`config.mk`:
```
export PLATFORM = sky130hd
export DESIGN_NAME = button_conditioner
export DESIGN_NICKNAME = d
export VERILOG_FILES = /design/src/rtl/button_conditioner.sv
export SDC_FILE = /design/constraint.sdc
export NUM_CORES = 1
export LEC_CHECK = 0
export ABC_CLOCK_PERIOD_IN_PS = 5500
export CORE_ASPECT_RATIO = 1.2
export CORE_UTILIZATION = 40
export DETAILED_ROUTE_END_ITERATION = 16
export HOLD_SLACK_MARGIN = 0.06
export SLEW_MARGIN = 20
export SYNTH_ARGS = -nofsm -noshare
export SYNTH_HDL_FRONTEND = slang
export SYNTH_SLANG_ARGS = --single-unit
```
`constraint.sdc`:
```
create_clock -name clk -period 5.5 [get_ports clk]
set_input_delay 0.825 -clock clk [delete_from_list [all_inputs] [get_ports clk]]
set_output_delay 0.825 -clock clk [all_outputs]
set_load 0.005 [all_outputs]
```
`src/rtl/button_conditioner.sv`:
```
// Push-button conditioner: 2-flop sync, debounce, press/release/click/long event pulses.
// Optional auto-repeat of btn_press after a long press, enabled by BTN_AUTOREPEAT_EN.

module button_conditioner #(
  parameter int unsigned DEBOUNCE_CYCLES = 16,
  parameter int unsigned LONG_CYCLES     = 64,
  parameter int unsigned REPEAT_CYCLES   = 16,
  parameter int unsigned CNT_W           = 16
) (
  input  logic clk,
  input  logic reset,
  input  logic btn_raw,
  output logic btn_level,
  output logic btn_press,
  output logic btn_release,
  output logic btn_click,
  output logic btn_long
);

  typedef enum logic [1:0] {StIdle, StPressDb, StHeld, StRelDb} state_e;

  localparam logic [CNT_W-1:0] DbMax   = CNT_W'(DEBOUNCE_CYCLES);
  localparam logic [CNT_W-1:0] LongVal = CNT_W'(LONG_CYCLES);
  // A hold target beyond the saturation value of the hold counter never fires btn_long.
  localparam bit LongReachable = (64'(LONG_CYCLES) < (64'd1 << CNT_W));

  state_e           state_q, state_d;
  logic             btn_meta, btn_s;
  logic [CNT_W-1:0] db_cnt_q, db_cnt_d;
  logic [CNT_W-1:0] hold_q, hold_d, hold_inc;
  logic             long_fired_q, long_fired_d;
  logic             level_q, level_d;
  logic             press_q, press_d;
  logic             release_q, release_d;
  logic             click_q, click_d;
  logic             long_q, long_d;
  logic             entering_held, releasing, in_hold;

  // State register
  always_ff @(posedge clk) begin
    if (reset) begin
      state_q <= StIdle;
    end else begin
      state_q <= state_d;
    end
  end

  // Next-state logic
  always_comb begin
    state_d = state_q;
    unique case (state_q)
      StIdle:    if (btn_s) state_d = StPressDb;
      StPressDb: begin
        if (!btn_s) begin
          state_d = StIdle;
        end else if (db_cnt_q == DbMax) begin
          state_d = StHeld;
        end
      end
      StHeld:    if (!btn_s) state_d = StRelDb;
      StRelDb: begin
        if (btn_s) begin
          state_d = StHeld;
        end else if (db_cnt_q == DbMax) begin
          state_d = StIdle;
        end
      end
      default:   state_d = StIdle;
    endcase
  end

`ifdef BTN_AUTOREPEAT_EN
  localparam logic [CNT_W-1:0] RepVal = CNT_W'(REPEAT_CYCLES);

  logic [CNT_W-1:0] rep_q, rep_d, rep_inc;
  logic             staying_held, rep_fire;

  // Repeats only run while continuously held after btn_long; any exit restarts the period.
  always_comb begin
    staying_held = (state_q == StHeld) && (state_d == StHeld);
    rep_inc      = rep_q + CNT_W'(1);
    rep_fire     = staying_held && long_fired_q && (rep_inc == RepVal);
    rep_d        = (staying_held && long_fired_q && !rep_fire) ? rep_inc : '0;
  end

  always_ff @(posedge clk) begin
    if (reset) begin
      rep_q <= '0;
    end else begin
      rep_q <= rep_d;
    end
  end
`else
  logic unused_repeat_cycles;
  assign unused_repeat_cycles = ^REPEAT_CYCLES;
`endif

  // Output and counter next-state logic; every output is registered below
  always_comb begin
    entering_held = (state_q == StPressDb) && (state_d == StHeld);
    releasing     = (state_q == StRelDb) && (state_d == StIdle);
    in_hold       = (state_q == StHeld) || (state_q == StRelDb);
    hold_inc      = (hold_q == '1) ? hold_q : hold_q + CNT_W'(1);

    unique case (state_q)
      StIdle:    db_cnt_d = btn_s ? CNT_W'(1) : '0;
      StPressDb: db_cnt_d = (!btn_s || db_cnt_q == DbMax) ? '0 : db_cnt_q + CNT_W'(1);
      StHeld:    db_cnt_d = btn_s ? '0 : CNT_W'(1);
      StRelDb:   db_cnt_d = (btn_s || db_cnt_q == DbMax) ? '0 : db_cnt_q + CNT_W'(1);
      default:   db_cnt_d = '0;
    endcase

    long_d = LongReachable && in_hold && !releasing && !long_fired_q && (hold_inc == LongVal);

    if (entering_held) begin
      hold_d       = '0;
      long_fired_d = 1'b0;
    end else if (in_hold) begin
      hold_d       = hold_inc;
      long_fired_d = long_fired_q | long_d;
    end else begin
      hold_d       = '0;
      long_fired_d = 1'b0;
    end

    level_d   = (state_d == StHeld) || (state_d == StRelDb);
    release_d = releasing;
    click_d   = releasing && !long_fired_q;
`ifdef BTN_AUTOREPEAT_EN
    press_d   = entering_held | rep_fire;
`else
    press_d   = entering_held;
`endif
  end

  always_ff @(posedge clk) begin
    if (reset) begin
      btn_meta     <= 1'b0;
      btn_s        <= 1'b0;
      db_cnt_q     <= '0;
      hold_q       <= '0;
      long_fired_q <= 1'b0;
      level_q      <= 1'b0;
      press_q      <= 1'b0;
      release_q    <= 1'b0;
      click_q      <= 1'b0;
      long_q       <= 1'b0;
    end else begin
      btn_meta     <= btn_raw;
      btn_s        <= btn_meta;
      db_cnt_q     <= db_cnt_d;
      hold_q       <= hold_d;
      long_fired_q <= long_fired_d;
      level_q      <= level_d;
      press_q      <= press_d;
      release_q    <= release_d;
      click_q      <= click_d;
      long_q       <= long_d;
    end
  end

  assign btn_level   = level_q;
  assign btn_press   = press_q;
  assign btn_release = release_q;
  assign btn_click   = click_q;
  assign btn_long    = long_q;

endmodule

```
# Word level (Yosys, flattened, before mapping)
# Cells that the tools add are included.
[word_totals] regBits=42 output_inout_bits=5
[op_classes] n_eq_ne=8 mux=13 n_reduce_logical=16 n_bitwise=2 addsub=2
[op_table] operator="case mux 16 bit (4 select lines)" count=1
[op_table] operator="two-way mux 16 bit" count=3
[op_table] operator="adder 16 x 1 -> 16 bit (second input constant)" count=2
[op_table] operator="== test 16 bit (second input constant)" count=1
[op_table] operator="== test 16 x 5 -> 1 bit (second input constant)" count=1
[op_table] operator="== test 16 x 7 -> 1 bit (second input constant)" count=1
[op_table] operator="two-way mux 2 bit" count=6
[op_table] operator="== test 2 bit (second input constant)" count=4
[op_table] operator="case mux 2 bit (4 select lines)" count=1
[op_table] operator="logical AND 1 bit" count=6
[op_table] operator="zero test 2 bit" count=2
[op_table] operator="logical OR 1 bit" count=4
[op_table] operator="zero test 1 bit" count=3
[op_table] operator="OR reduction 3 bit" count=1
[op_table] operator="== test 2 x 1 -> 1 bit (second input constant)" count=1
[op_table] operator="two-way mux 1 bit" count=2
[op_table] operator="NOT 1 bit" count=1
[op_table] operator="OR 1 bit" count=1

# Logic depth before layout (Yosys ltp)
# Gate-level depths: netlist (run 1).
[logic_depth] ltp_word=11 mapped_depth=9 ltp_nobuf=8

# Worst setup path before layout (run 1)
# Ideal clock, no wire load.
[synth_timing] path_kind="input -> register" start="in reset" end="reg db_cnt_q[10]" cell_stages=5 arrival_time_ps=1947 setup_slack_ps=3435 setup_ps=117 path_cell_list="clkdlybuf4s50_1 nor2_1 nand3b_1 buf_2 nor2_1"
[synth_rtl] element="start: declaration" line_no="11" source="input logic reset,"
[synth_rtl] element="end signal: assignment" line_no="151" source="db_cnt_q <= db_cnt_d;"
[synth_rtl] element="end: declaration" line_no="29" source="logic [CNT_W-1:0] db_cnt_q, db_cnt_d;"

# Final worst setup path (run 1)
[layout_timing] start="reg hold_q[0]" end="reg hold_q[9]"
[layout_via] elab_chain_cells=2
[layout_lines] element="start: declaration" line_no="30" source="logic [CNT_W-1:0] hold_q, hold_d, hold_inc;"
[layout_lines] element="start signal: assignment" line_no="152" source="hold_q <= hold_d;"
[layout_lines] element="adder 16 x 1 -> 16 bit or == test 16 bit (tied branches)" line_no="103" source="hold_inc = (hold_q == '1) ? hold_q : hold_q + CNT_W'(1);"
[layout_lines] element="two-way mux 16 bit *" line_no="103"
# Mark *: on every way between the ends. The rest lies on a longest branch, timed or not.
# A chain may end at the register's enable or synchronous reset.

==> metrics, run 1 <==
post-CTS setup buffers 0; Worst-Margin Slew 599.0 ps; FP Rows 28; Hold Path Class register to register; commonest non-fill, non-tap cells in the layout 42 x dfxtp_1, 38 x nor2_1, 15 x nand3_1, 13 x nand2_1, 13 x xnor2_1; First DRT Iteration DRCs 80; TritonRoute pass-1 iters 4; initial antenna violation count 0; Clock Tree Buf Depth 2; CP required 5670 ps; first-pass GRT wire length 6541 um; Worst-path clk slew 90 ps; FFs w/ async S/R, synth 0; syn nets 245; Slew Viols, Final 0; cells resized by post-CTS repair 0; relative slew slack 0.6007; Detailed Place HPWL 2962 um; # diodes 0; CTS tree built; Worst setup EP type register; Leak 0.7719 nW; Synth cell types 49; Seq cells post-synth 42; critical path fanouts, max 10; global route overflow 0; layout cells sized above 1 0.07787; io pins 8; clk_skew 9.729 ps; root buf cell clkbuf_8; global placer's final weighted congestion 0.7756; Top FF cell, synth dfxtp_1; power consumption 0.5169 mW; cts hold-fix bufs 0; I/O Buffers 7; Max-cap violations 0; sequential share of the synthesized area 0.3962; RSZ-0062 raised after global routing false; post-DR vias/cell 5.230; core box area 5010 sq um; H-tree depth 2; Detail Route Antenna Nets 0; cells after synthesis 239; NumNets Final 249; VDD IR max 135.5 uV; Final setup viols 0; TritonCTS Buffers 5; final hold viol count 0; CP startpoint kind register; Die X-Extent 68.49 um; pwr/cell area 227.0 nW/um^2; fin crit share 0.3690; Post-Route WL 4010 um; status completed; post-synth design cell area 2122 sq um; DRC 0; CTS sink count 42; min Tclk post-route 2030 ps; Tot GR Track Use 0.1613; Initial Util 0.4236; most common cell after layout, fill and taps aside dfxtp_1; largest net degree at the start of global routing 16; Die ar. 5601 sq um; CP Class register to register; Critical Path AT 2200 ps; Synth Warn # 0; worst skew pair latency 300 ps; vias in the first global route 1462; WL/cell 13.19 um; area grow syn2layout 7.311%; final setup TNS 0 ps; Syn Area/Cell 8.879 sq um; Highest Clock Rate 0.4927 GHz; vias 1590; EDFF count, synth 0; Chip Height 81.79 um; FILL cells 502
[worst max-delay path, cell delays in order (launching register included)]
cell	delay [ps]
dfxtp_1	470
ha_1	250
and2_1	280
nand3_2	130
or2_1	410
nand3_1	170
xor2_1	150
nor2_1	50
[cells by family after synthesis]
family                     share of synthesized area
muxes                                        0.03007
xor gates and xnor gates                      0.1032
buffers and inverters                        0.05012
and+or+nand+nor                               0.3390
adders and majority gates                    0.01769
DFF                                           0.3962
AOI/OAI and AO/OA                            0.06368
[area by class of cell]
class,count,area (sq um),share of cell area
Clock buffer,5,68.82,0.03022
Clock inverter,3,25.02,0.01099
Timing Repair Buffer,7,70.07,0.03077
Inverter,6,22.52,0.009890
Tap cell,60,75.07,0.03297
Multi-Input combinational cell,181,1175,0.5159
Sequential cell,42,840.8,0.3692
[power by group]
group          internal [mW]  switching (mW)
sequential             0.305        0.000963
clock                 0.0916           0.115
combinational        0.00275         0.00183
total                  0.399           0.118
[worst paths after layout]
kind,cells after the start,endpoint,startpoint,slack (ps)
max,7,hold_q[9]$_SDFF_PP0_,hold_q[0]$_SDFF_PP0_,3470
min,1,btn_s$_SDFF_PP0_,btn_meta$_SDFF_PP0_,440
max reg2reg,7,hold_q[9]$_SDFF_PP0_,hold_q[0]$_SDFF_PP0_,3470
min reg2reg,1,btn_s$_SDFF_PP0_,btn_meta$_SDFF_PP0_,440
[per-layer routing]
layer	vias to the layer above	GRT usage	share of wire
li1	839	-	-
met2	16	0.2775	0.49
met5	-	0	0
met3	6	0.04167	0.022
met1	729	0.1821	0.47
met4	0	0.07500	0.019
[Yosys cell counts (3+ instances only)]
cell type | n | share of area
mux2i_1 | 5 | 0.024
nand4_1 | 9 | 0.027
nand2b_1 | 3 | 0.0088
nor2b_1 | 5 | 0.015
and4_1 | 4 | 0.017
nor4b_1 | 3 | 0.012
buf_2 | 4 | 0.0094
and3_1 | 8 | 0.024
xnor2_1 | 13 | 0.054
nor2_1 | 38 | 0.067
nand2_1 | 13 | 0.023
or3_1 | 3 | 0.0088
ha_1 | 3 | 0.018
dfxtp_1 | 42 | 0.40
inv_1 | 6 | 0.011
a21oi_1 | 4 | 0.0094
nand3_1 | 15 | 0.035
and2_1 | 4 | 0.012
nor3_1 | 7 | 0.017
xor2_1 | 12 | 0.050
o21ai_0 | 6 | 0.014
[through the flow]
step,worst slack [ps],util,area [sq um],cells,hold WS (ps)
floorplan,3435,-,2122,239,413.8
global placement,3186,0.4358,2183,296,419.3
detailed placement,3131,0.4358,2183,296,426.6
CTS,3445,0.4545,2277,304,446.6
global route,3336,0.4545,2277,304,464.9
finish,3471,0.4545,2277,304,442.0
[sequential cells by signal (all words and copies together), names as in the netlist]
signal	cells
long_fired_q	1
state_q	2
btn_press	1
hold_q	16
btn_long	1
btn_s	1
btn_release	1
db_cnt_q	16
btn_click	1
btn_meta	1
btn_level	1
Note: power is estimated with default switching activity, not from simulation.
==> run 2, diff against run 1 <==
--- a/config.mk
+++ b/config.mk
@@ -5,7 +5,7 @@
 export SDC_FILE = /design/constraint.sdc
 export NUM_CORES = 1
 export LEC_CHECK = 0
-export ABC_CLOCK_PERIOD_IN_PS = 5500
+export ABC_CLOCK_PERIOD_IN_PS = 1900
 export CORE_ASPECT_RATIO = 1.2
 export CORE_UTILIZATION = 40
 export DETAILED_ROUTE_END_ITERATION = 16
==> constraint.sdc (replaced) <==
create_clock -name clk -period 1.9 [get_ports clk]
set_input_delay 0.285 -clock clk [delete_from_list [all_inputs] [get_ports clk]]
set_output_delay 0.285 -clock clk [all_outputs]
set_load 0.005 [all_outputs]
==> metrics, run 2 (synthesis results as in run 1) <==
cell internal pwr 1.172 mW; relative slew slack 0.7278; WL/cell 13.81 um; Die X-Extent 68.49 um; initial antenna violation count 0; Critical Path AT 2020 ps; flop-to-flop setup slack 110 ps; Post-Place Cells 310; area grow syn2layout 13.33%; power share of the clock group 0.389; Worst-path clk slew 80 ps; status completed; worst skew pair latency 300 ps; commonest non-fill, non-tap cells in the layout 38 x nor2_1, 37 x dfxtp_1, 15 x nand3_1, 14 x buf_4; min Tclk post-route 1793 ps; Tot GR Track Use 0.1751; final non-filler cell total 316; VDD IR max 370.3 uV; clk_skew 9.473 ps; Detailed Place HPWL 3289 um; Slew Viols, Final 0; RSZ-0062 raised after global routing false; final setup TNS 0 ps; FILL cells 525; FP Rows 28; vias 1676; Combinational Power Share 0.011; Die ar. 5601 sq um; global placer's final weighted congestion 0.8126; Detail Route Antenna Nets 0; TritonRoute pass-1 iters 4; pwr/cell area 613.5 nW/um^2; sw frac 0.2054; DRC 0; Cell Area, Placed 2288 sq um; most common cell after layout, fill and taps aside nor2_1; CTS sink count 42; Final setup viols 0; I/O Buffers 7; global route overflow 0; post-DR vias/cell 5.304; Post-Route WL 4363 um; CP required 2130 ps; First DRT Iteration DRCs 80; Chip Height 81.79 um; Worst-Margin Slew 404.6 ps; P_sw 0.3031 mW; io pins 8; root buf cell clkbuf_8; H-tree depth 2; final hold viol count 0; design area 2405 sq um; CP startpoint kind register; Max-cap violations 0; # diodes 0; TritonCTS Buffers 5; biggest regs db_cnt_q: 16 flops, hold_q: 16 flops, state_q: 2 flops; vias in the first global route 1639; NumNets Final 263; Initial Util 0.4236; Clock Tree Buf Depth 2; core box area 5010 sq um; Hold Path Class register to register; layout cells sized above 1 0.1680; Highest Clock Rate 0.5577 GHz; largest net degree at the start of global routing 12; CTS tree built; power consumption 1.475 mW; first-pass GRT wire length 7238 um; fin crit share 0.9437; sequential fraction of design power 0.600; Leak 0.8448 nW; post-CTS setup buffers 0; critical path fanouts, max 5; CP Class register to register; Worst setup EP type register
==> run 2: per-layer routing <==
| metal | up-vias | share of wire | global-route usage | wire, um |
|---|---|---|---|---|
| li1 | 866 | - | - | - |
| met1 | 775 | 0.45 | 0.1931 | 1957 |
| met2 | 23 | 0.49 | 0.3029 | 2127 |
| met3 | 12 | 0.028 | 0.04306 | 123 |
| met4 | 0 | 0.036 | 0.09167 | 155 |
| met5 | - | 0 | 0 | 0 |
==> run 2: critical path: stages, from the launching register on <==
cell and delay [ps]:
dfxtp_2 350, ha_1 230, nand3_1 160, nor3_1 80, buf_4 140, or3_1 330
a2bb2oi_1 180, nand4_1 120, o21ai_1 140
==> run 2: repair_timing <==
item	4_1_cts	5_1_grt
hold buffers	0	0
setup endpoints to repair	0	10
resized for setup	0	14
==> run 2: worst paths after layout <==
kind                                                 to  cells after the start                 start
worst max-delay path            long_fired_q$_SDFF_PP0_                      8  hold_q[0]$_SDFF_PP0_
worst min-delay path                   btn_s$_SDFF_PP0_                      1   btn_meta$_SDFF_PP0_
worst max register to register  long_fired_q$_SDFF_PP0_                      8  hold_q[0]$_SDFF_PP0_
worst min register to register         btn_s$_SDFF_PP0_                      1   btn_meta$_SDFF_PP0_
==> run 2: final cells by class <==
class / instances / area [sq um] / area share
Sequential cell: 42 / 847.1 / 0.3522
Tap cell: 60 / 75.07 / 0.03122
Multi-Input combinational cell: 181 / 1202 / 0.5000
Inverter: 6 / 22.52 / 0.009365
Timing Repair Buffer: 21 / 175.2 / 0.07284
Clock buffer: 6 / 82.58 / 0.03434
==> run 2: power by group through the flow <==
stage,clock network (mW),registers [mW],logic [mW]
4_1_cts,0.596,0.885,0.0162
2_1_floorplan,0,0.905,0.00997
3_3_place_gp,0,0.906,0.0159
5_1_grt,0.622,0.886,0.0173
6_report,0.574,0.885,0.0158
3_5_place_dp,0,0.906,0.0161
==> run 2: through the flow <==
step,hold WS [ps],util,setup WS [ps]
6_report,440.1,0.4800,107.0
3_5_place_dp,426.0,0.4568,34.25
3_3_place_gp,418.2,0.4568,60.66
4_1_cts,444.0,0.4733,16.81
5_1_grt,451.7,0.4800,0.07550
2_1_floorplan,413.2,-,168.1
==> run 3, diff against run 2 <==
--- a/config.mk
+++ b/config.mk
@@ -6,11 +6,11 @@
 export NUM_CORES = 1
 export LEC_CHECK = 0
 export ABC_CLOCK_PERIOD_IN_PS = 1900
+export CAP_MARGIN = 15
 export CORE_ASPECT_RATIO = 1.2
 export CORE_UTILIZATION = 40
 export DETAILED_ROUTE_END_ITERATION = 16
 export HOLD_SLACK_MARGIN = 0.06
-export SLEW_MARGIN = 20
 export SYNTH_ARGS = -nofsm -noshare
 export SYNTH_HDL_FRONTEND = slang
 export SYNTH_SLANG_ARGS = --single-unit
==> results of run 3 <==
The final DEF is identical to that of run 2; final timing and power are the same.
